## src/rtl/lcg_stim_sequencer.sv

```systemverilog
// LCG-driven stimulus sequencer: fills IN_W-bit vectors one 32-bit chunk per clock,
// presents them over valid/ready, and folds each DUT response into a rotating signature.
module lcg_stim_sequencer #(
    parameter int unsigned IN_W  = 140,
    parameter int unsigned OUT_W = 159,
    parameter int unsigned CNT_W = 32
) (
    input  logic             clk,
    input  logic             rst,
    input  logic             start,
    input  logic [31:0]      seed,
    input  logic [CNT_W-1:0] cycles,
    output logic [IN_W-1:0]  stim,
    output logic             stim_valid,
    input  logic             stim_ready,
    input  logic [OUT_W-1:0] dut_out,
    output logic [31:0]      sig,
    output logic [CNT_W:0]   vec_count,
    output logic             busy,
    output logic             done
);
    localparam int unsigned NCHUNK = (IN_W + 31) / 32;
    localparam int unsigned OCHUNK = (OUT_W + 31) / 32;
    localparam int unsigned KW     = (NCHUNK > 1) ? $clog2(NCHUNK) : 1;
    localparam logic [KW-1:0] K_LAST = KW'(NCHUNK - 1);

    typedef enum logic [1:0] {S_IDLE, S_FILL, S_PRESENT, S_DONE} state_e;

    state_e           state_q, state_d;
    logic [31:0]      rng_q, rng_d, rng_next;
    logic [IN_W-1:0]  shadow_q, shadow_d, stim_q, stim_d, chunk_ins, chunk_msk, filled;
    logic [31:0]      sig_q, sig_d, fold;
    logic [CNT_W:0]   cnt_q, cnt_d;
    logic [CNT_W-1:0] cycles_q, cycles_d;
    logic [KW-1:0]    k_q, k_d;
    logic [OCHUNK*32-1:0] out_pad;
    logic             last_chunk, last_vec;

    assign rng_next   = rng_q * 32'h41C6_4E6D + 32'h0000_3039;
    assign last_chunk = (k_q == K_LAST);
    assign last_vec   = (cnt_q == {1'b0, cycles_q});

    // Zero-extended widening drops the bits of the last chunk that fall beyond IN_W.
    assign chunk_ins = IN_W'(rng_next) << (32 * k_q);
    assign chunk_msk = IN_W'(32'hFFFF_FFFF) << (32 * k_q);
    assign filled    = (shadow_q & ~chunk_msk) | chunk_ins;

    always_comb begin
        fold    = '0;
        out_pad = (OCHUNK * 32)'(dut_out);
        for (int unsigned c = 0; c < OCHUNK; c++) begin
            fold    = fold ^ out_pad[31:0];
            out_pad = out_pad >> 32;
        end
    end

    always_ff @(posedge clk or posedge rst) begin
        if (rst) begin
            state_q  <= S_IDLE;
            rng_q    <= '0;
            shadow_q <= '0;
            stim_q   <= '0;
            sig_q    <= '0;
            cnt_q    <= '0;
            cycles_q <= '0;
            k_q      <= '0;
        end else begin
            state_q  <= state_d;
            rng_q    <= rng_d;
            shadow_q <= shadow_d;
            stim_q   <= stim_d;
            sig_q    <= sig_d;
            cnt_q    <= cnt_d;
            cycles_q <= cycles_d;
            k_q      <= k_d;
        end
    end

    always_comb begin
        state_d = state_q;
        unique case (state_q)
            S_IDLE, S_DONE: if (start) state_d = S_FILL;
            S_FILL:         if (last_chunk) state_d = S_PRESENT;
            S_PRESENT:      if (stim_ready) state_d = last_vec ? S_DONE : S_FILL;
            default:        state_d = S_IDLE;
        endcase
    end

    always_comb begin
        rng_d    = rng_q;
        shadow_d = shadow_q;
        stim_d   = stim_q;
        sig_d    = sig_q;
        cnt_d    = cnt_q;
        cycles_d = cycles_q;
        k_d      = k_q;
        unique case (state_q)
            S_IDLE, S_DONE: begin
                if (start) begin
                    rng_d    = seed;
                    cycles_d = cycles;
                    sig_d    = '0;
                    cnt_d    = '0;
                    k_d      = '0;
                end
            end
            S_FILL: begin
                rng_d    = rng_next;
                shadow_d = filled;
                k_d      = k_q + KW'(1);
                if (last_chunk) stim_d = filled;
            end
            S_PRESENT: begin
                if (stim_ready) begin
                    sig_d = {sig_q[30:0], sig_q[31]} ^ fold;
                    cnt_d = cnt_q + (CNT_W + 1)'(1);
                    k_d   = '0;
                end
            end
            default: ;
        endcase
    end

    always_comb begin
        stim_valid = (state_q == S_PRESENT);
        busy       = (state_q == S_FILL) || (state_q == S_PRESENT);
        done       = (state_q == S_DONE);
    end

    assign stim      = stim_q;
    assign sig       = sig_q;
    assign vec_count = cnt_q;

endmodule

```

## config.mk

```make
export PLATFORM = sky130hd
export DESIGN_NAME = lcg_stim_sequencer
export DESIGN_NICKNAME = d
export VERILOG_FILES = /design/src/rtl/lcg_stim_sequencer.sv
export SDC_FILE = /design/constraint.sdc
export NUM_CORES = 2
export LEC_CHECK = 0
export BUFFER_PORTS_ARGS = -buffer_cell sky130_fd_sc_hd__buf_4
export CORE_MARGIN = 8
export CORE_UTILIZATION = 25
export CTS_CLUSTER_SIZE = 16
export DETAILED_ROUTE_END_ITERATION = 10
export PLACE_DENSITY_LB_ADDON = 0.15
export SKIP_CTS_REPAIR_TIMING = 1
export SYNTH_ARGS = -nofsm -noshare
export SYNTH_HDL_FRONTEND = slang
export SYNTH_SLANG_ARGS = --single-unit
export TNS_END_PERCENT = 50
```

## constraint.sdc

```tcl
create_clock -name clk -period 14.3 [get_ports clk]
set_input_delay 2.145 -clock clk [delete_from_list [all_inputs] [get_ports clk]]
set_output_delay 2.145 -clock clk [all_outputs]
set_load 0.05 [all_outputs]
```

Yosys cells after proc, flatten, opt, wreduce, memory -nomap -nowiden

Cells that the tools add are included.

Output and inout bits: 208
Logic and storage cells: 57
Flip-flop bits (word level): 414

Eq/ne operators: 8
Shifts and indexed selects: 2
Reduce and logical (&&, ||, !) cells: 11
Multipliers: 1
Add/sub/neg operators: 3
Bitwise gates (word level): 8
Mux-type cells: 16

Operator list:

| operator               | count |
|---|---|
| $and 140x140->140      | 1 |
| $not 140->140          | 1 |
| $or 140x140->140       | 1 |
| $shl 32x8->140         | 1 |
| $shl 32x8->140 const A | 1 |
| $pmux 32 s2            | 2 |
| $xor 32x32->32         | 4 |
| $mux 32                | 3 |
| $mux 33                | 2 |
| $pmux 33 s2            | 1 |
| $add 33x1->33 const B  | 1 |
| $eq 33x32->1           | 1 |
| $add 32x14->32 const B | 1 |
| $mul 32x31->32 const B | 1 |
| $xor 32x31->32         | 1 |
| $pmux 3 s3             | 1 |
| $mux 2                 | 4 |
| $reduce_and 2->1       | 4 |
| $mux 3                 | 2 |
| $pmux 2 s3             | 1 |
| $reduce_and 3->1       | 2 |
| $eq 2x2->1 const B     | 2 |
| $ne 2x2->1 const B     | 2 |
| $reduce_bool 2->1      | 2 |
| 7 further kinds        | 7 |

Logic depth before layout (Yosys ltp)

Depth in word-level cells: 7
Depth in mapped cells: 27
Gate-level depth less buffers: 26

Least setup slack after synthesis

No wires, ideal clock.

Kind: register -> register
From: register rng_q[5]
To: register rng_q[29]
Library setup time: 0.132 ns
Setup slack: 7.656 ns
Buffers on the path: 0
Arrival time: 6.512 ns
Data required time: 14.168 ns
Stages on the path, launching flop included: 26
Path through: dfrtp_1 > ha_1 > xor2_1 > ha_1 > a21oi_1 > fa_1 > fa_1 > inv_1 > fa_1 > inv_1 > fa_1 > inv_1 > fa_1 > inv_1 > fa_1 > inv_1 > ha_1 > a21o_1 > a21o_1 > a21oi_1 > o2111ai_1 > o311ai_2 > a21oi_2 > and3_4 > nor4_4 > o21ai_1

Word-level cells in the longest chain between the ends: 3

RTL lines:

| what                     | line | text |
|---|---|---|
| start: declaration       | 30   | `logic [31:0] rng_q, rng_d, rng_next;` |
| start signal: assignment | 69   | `rng_q <= rng_d;` |
| $mul 32x31->32           | 39   | `assign rng_next = rng_q * 32'h41C6_4E6D + 32'h0000_3039;` |
| $add 32x14->32           | 39   |  |
| $pmux 32 s2              | 97   | `unique case (state_q)` |

Every way passes these cells.
A chain may end at the register's enable or synchronous reset.

Final worst setup path

From: register rng_q[0]
To: register stim_q[122], in the netlist stim[122]

Word-level cells in the longest chain between the ends: 4

RTL lines:

| what                   | line | text |
|---|---|---|
| $mul 32x31->32         | 39   |  |
| $add 32x14->32         | 39   |  |
| $shl 32x8->140         | 44   | `assign chunk_ins = IN_W'(rng_next) << (32 * k_q);` |
| $or 140x140->140       | 46   | `assign filled = (shadow_q & ~chunk_msk) \| chunk_ins;` |
| end signal: assignment | 71   | `stim_q <= stim_d;` |
| end: declaration       | 31   | `logic [IN_W-1:0] shadow_q, shadow_d, stim_q, stim_d, chunk_ins, chunk_msk, filled;` |

Every way passes these cells.

==> flow_metrics.py <==
metrics = {
    "logic_synthesis": {
        "synthMuxAreaShare": 0.02076,
        "synth_top_family_by_area": "adder cells",
        "synthSimpleGateAreaFrac": 0.09866,
        "yosys_warnings": 0,
        "synth_seq_area_share": 0.3726,
        "synth.cell_area_mm2": 0.02700,
        "ys_ff_latch": 402,
        "synth_common_cells": "412 x inv_1, 402 x dfrtp_1, 284 x nand2_1",
        "synthXorXnorAreaFrac": 0.08907,
        "synth_top_area_cell": "dfrtp_1",
        "ys_top_cells_by_area": "dfrtp_1 37%, fa_1 14%, ha_1 10%, xnor2_1 7.0%, inv_1 5.7%",
        "avgSynthCellArea_um2": 10.15,
        "ys.flop_type": "dfrtp_1",
        "yosysMostFrequentCell": "inv_1",
        "synth-compound-area-share": 0.1072,
        "async_flop_share": 1.000,
        "synth_cells": 2661,
        "synth-edff-count": 0,
        "synth-adder-area-share": 0.2395,
        "synth_top_area_frac": 0.3726,
        "ys_types": 79,
        "synth_nets": 3292,
    },
    "worst_hold_path": {
        "hold_class": "reg -> reg",
        "hold_depth": 2,
        "min_to": "stim[19]",
        "min_from": "stim[19]",
    },
    "cts": {
        "cts_tree": "yes",
        "root_buffer": "clkbuf_16",
        "cts_max_path_buffers": 3,
        "h-tree-depth": 2,
        "clk_latency_ns": 0.65,
        "cts.clk_slew.worst_paths_ns": 0.06,
        "cts.sinks": 402,
        "cts_made_buffers": 50,
    },
    "worst_setup_path": {
        "timing.rr.start": "rng_q[0]",
        "start_kind": "register",
        "r2r_setup_slack_ns": 6.58,
        "worst-path-max-fanout": 9,
        "reg2regPathDepth": 23,
        "cp.arrival_ns": 8.20,
        "path_cells": "inv_1 -> ha_1 -> inv_1 -> ha_1 -> inv_1 -> fa_1 -> fa_1 -> inv_1 -> ha_1 -> inv_1 -> fa_1 -> inv_1 -> fa_1 -> fa_1 -> ha_1 -> nand4_1 -> o21ai_1 -> a311oi_1 -> a21oi_1 -> o21ai_2 -> xnor2_1 -> o221ai_1 -> o21a_1",
        "critical_path_class": "reg -> reg",
        "critPathCaptureType": "register",
        "crit_path_top_delay_cell": "xnor2_1",
        "crit_family": "adder cells",
        "timing.critical_path.mode_cell": "inv_1",
        "required_ns": 14.78,
        "crit_buf_inv": 6,
        "r2r-end": "stim[122]",
        "cpPeakStageDelay_ns": 0.71,
    },
    "sta": {
        "fmax_ghz": 0.1296,
        "fin_crit_sh": 0.5396,
        "setup_violations": 0,
        "fin_skew_ns": 0.05523,
        "final_max_slew_viol_count": 0,
        "finalWorstPathRequiredPeriod_ns": 7.717,
        "fin_tns_setup_ns": 0,
        "tightest_slew_ns": 1.134,
        "grt_setup_unrepaired": "no",
        "timing.slew.headroom": 0.2389,
        "final_hold_viol_count": 0,
    },
    "drt": {
        "drtIter0Drc": 1213,
        "first_pass_iters": 5,
        "drc": 0,
        "wl_per_cell_um": 23.19,
        "postRouteAntennaNets": 0,
        "wl_um": 104600,
        "viasPerCell": 4.533,
        "num_vias": 20460,
    },
    "final_layout": {
        "drive_gt1_frac": 0.1989,
        "final_area_mm2": 0.03370,
        "nNetsFinal": 3704,
        "area_growth_pct": 24.83,
    },
    "floorplan": {
        "num_rows": 120,
        "core_mm2": 0.1071,
        "start_util": 0.2522,
        "ios": 435,
        "die_h_um": 344.6,
        "die_area_mm2": 0.1188,
        "fp.dieW_um": 344.6,
    },
    "run_status": {
        "status": "completed",
    },
    "global_routing": {
        "track_usage": 0.1739,
        "grt_max_degree": 149,
        "antenna_found_initial": 6,
        "grt_pass1_wl_um": 153000,
        "grt_pass1_vias": 22150,
        "overflow": 0,
    },
    "placement": {
        "port_buffers": 434,
        "dpl_cell_area_mm2": 0.03199,
        "place.gp.congestion": 0.8728,
        "dp_hpwl_um": 82600,
    },
    "job": {
        "maxCapViolations": 0,
    },
}
-- worst register-to-register path, cell delays in order, from the launching register on --
cell	delay, ns
dfrtp_1	0.37
inv_1	0.38
ha_1	0.48
inv_1	0.52
ha_1	0.25
inv_1	0.05
fa_1	0.39
fa_1	0.51
inv_1	0.04
ha_1	0.26
inv_1	0.05
fa_1	0.53
inv_1	0.05
fa_1	0.38
fa_1	0.48
ha_1	0.41
nand4_1	0.27
o21ai_1	0.25
a311oi_1	0.12
a21oi_1	0.52
o21ai_2	0.18
xnor2_1	0.71
o221ai_1	0.25
o21a_1	0.15
-- sequential cells by signal (all words and copies together) (netlist names) --
signal     cells
stim         140
shadow_q     128
vec_count     33
cycles_q      32
rng_q         32
sig           32
k_q            3
state_q        2
-- how the worst max path moves through the flow --
stage	start	to	slack, ns	cells after the start
after global routing	rng_q[0]	stim[122]	6.14	23
final	rng_q[0]	stim[122]	6.58	23
after floorplan	rst	cycles_q[0]	0.97	1
after CTS	rng_q[0]	stim[122]	6.60	23
after detailed placement	rng_q[0]	stim[122]	6.64	23
after global placement	rng_q[0]	stim[114]	6.66	23
-- per-stage QoR --
step                utilization  setup slack [ns]  instances  hold WS, ns
floorplan                     -            0.9739       2661       0.4386
global placement         0.2988             6.661       4424       0.4546
detailed placement       0.2988             6.640       4424       0.4580
CTS                      0.3148             6.600       4510       0.4713
global route             0.3148             6.143       4510       0.4915
finish                   0.3148             6.583       4513       0.4636
-- cells by family after synthesis --
logic type	Yosys count
AND/OR/NAND/NOR	600
buffers and inverters	516
AO/OA/AOI/OAI	415
adder cells (fa/ha/maj)	404
flip-flops	402
XOR/XNOR	272
multiplexers	52
-- area by class of cell --
cell class / instances / area, µm²
Fill cell: 11190 / 73350
Multi-Input combinational cell: 1743 / 15130
Sequential cell: 402 / 10060
Timing Repair Buffer: 462 / 3481
Tap cell: 1403 / 1755
Inverter: 414 / 1562
Clock buffer: 71 / 1430
Clock inverter: 15 / 276.5
Antenna cell: 3 / 7.507
-- layer usage --
metal | wire, µm | vias to the layer above | GRT usage | part of all wire
li1 | - | 9480 | - | -
met1 | 46550 | 10190 | 0.2339 | 0.44
met2 | 47300 | 671 | 0.2729 | 0.45
met3 | 7931 | 119 | 0.05001 | 0.076
met4 | 2854 | 2 | 0.04598 | 0.027
met5 | 12 | - | 0 | 0.00011
-- layout by cell type (no fill, tap or decap), drive strengths merged, types with 105 or more instances in the layout --
master / n
xnor2: 218
nand2: 284
o21ai: 135
fa: 188
dfrtp: 402
buf: 462
inv: 415
nor2: 162
a22o: 105
ha: 216
Power is left out: the tool's default activity adds up to more than one toggle a clock period on the data nets, which glitch-free logic cannot reach.
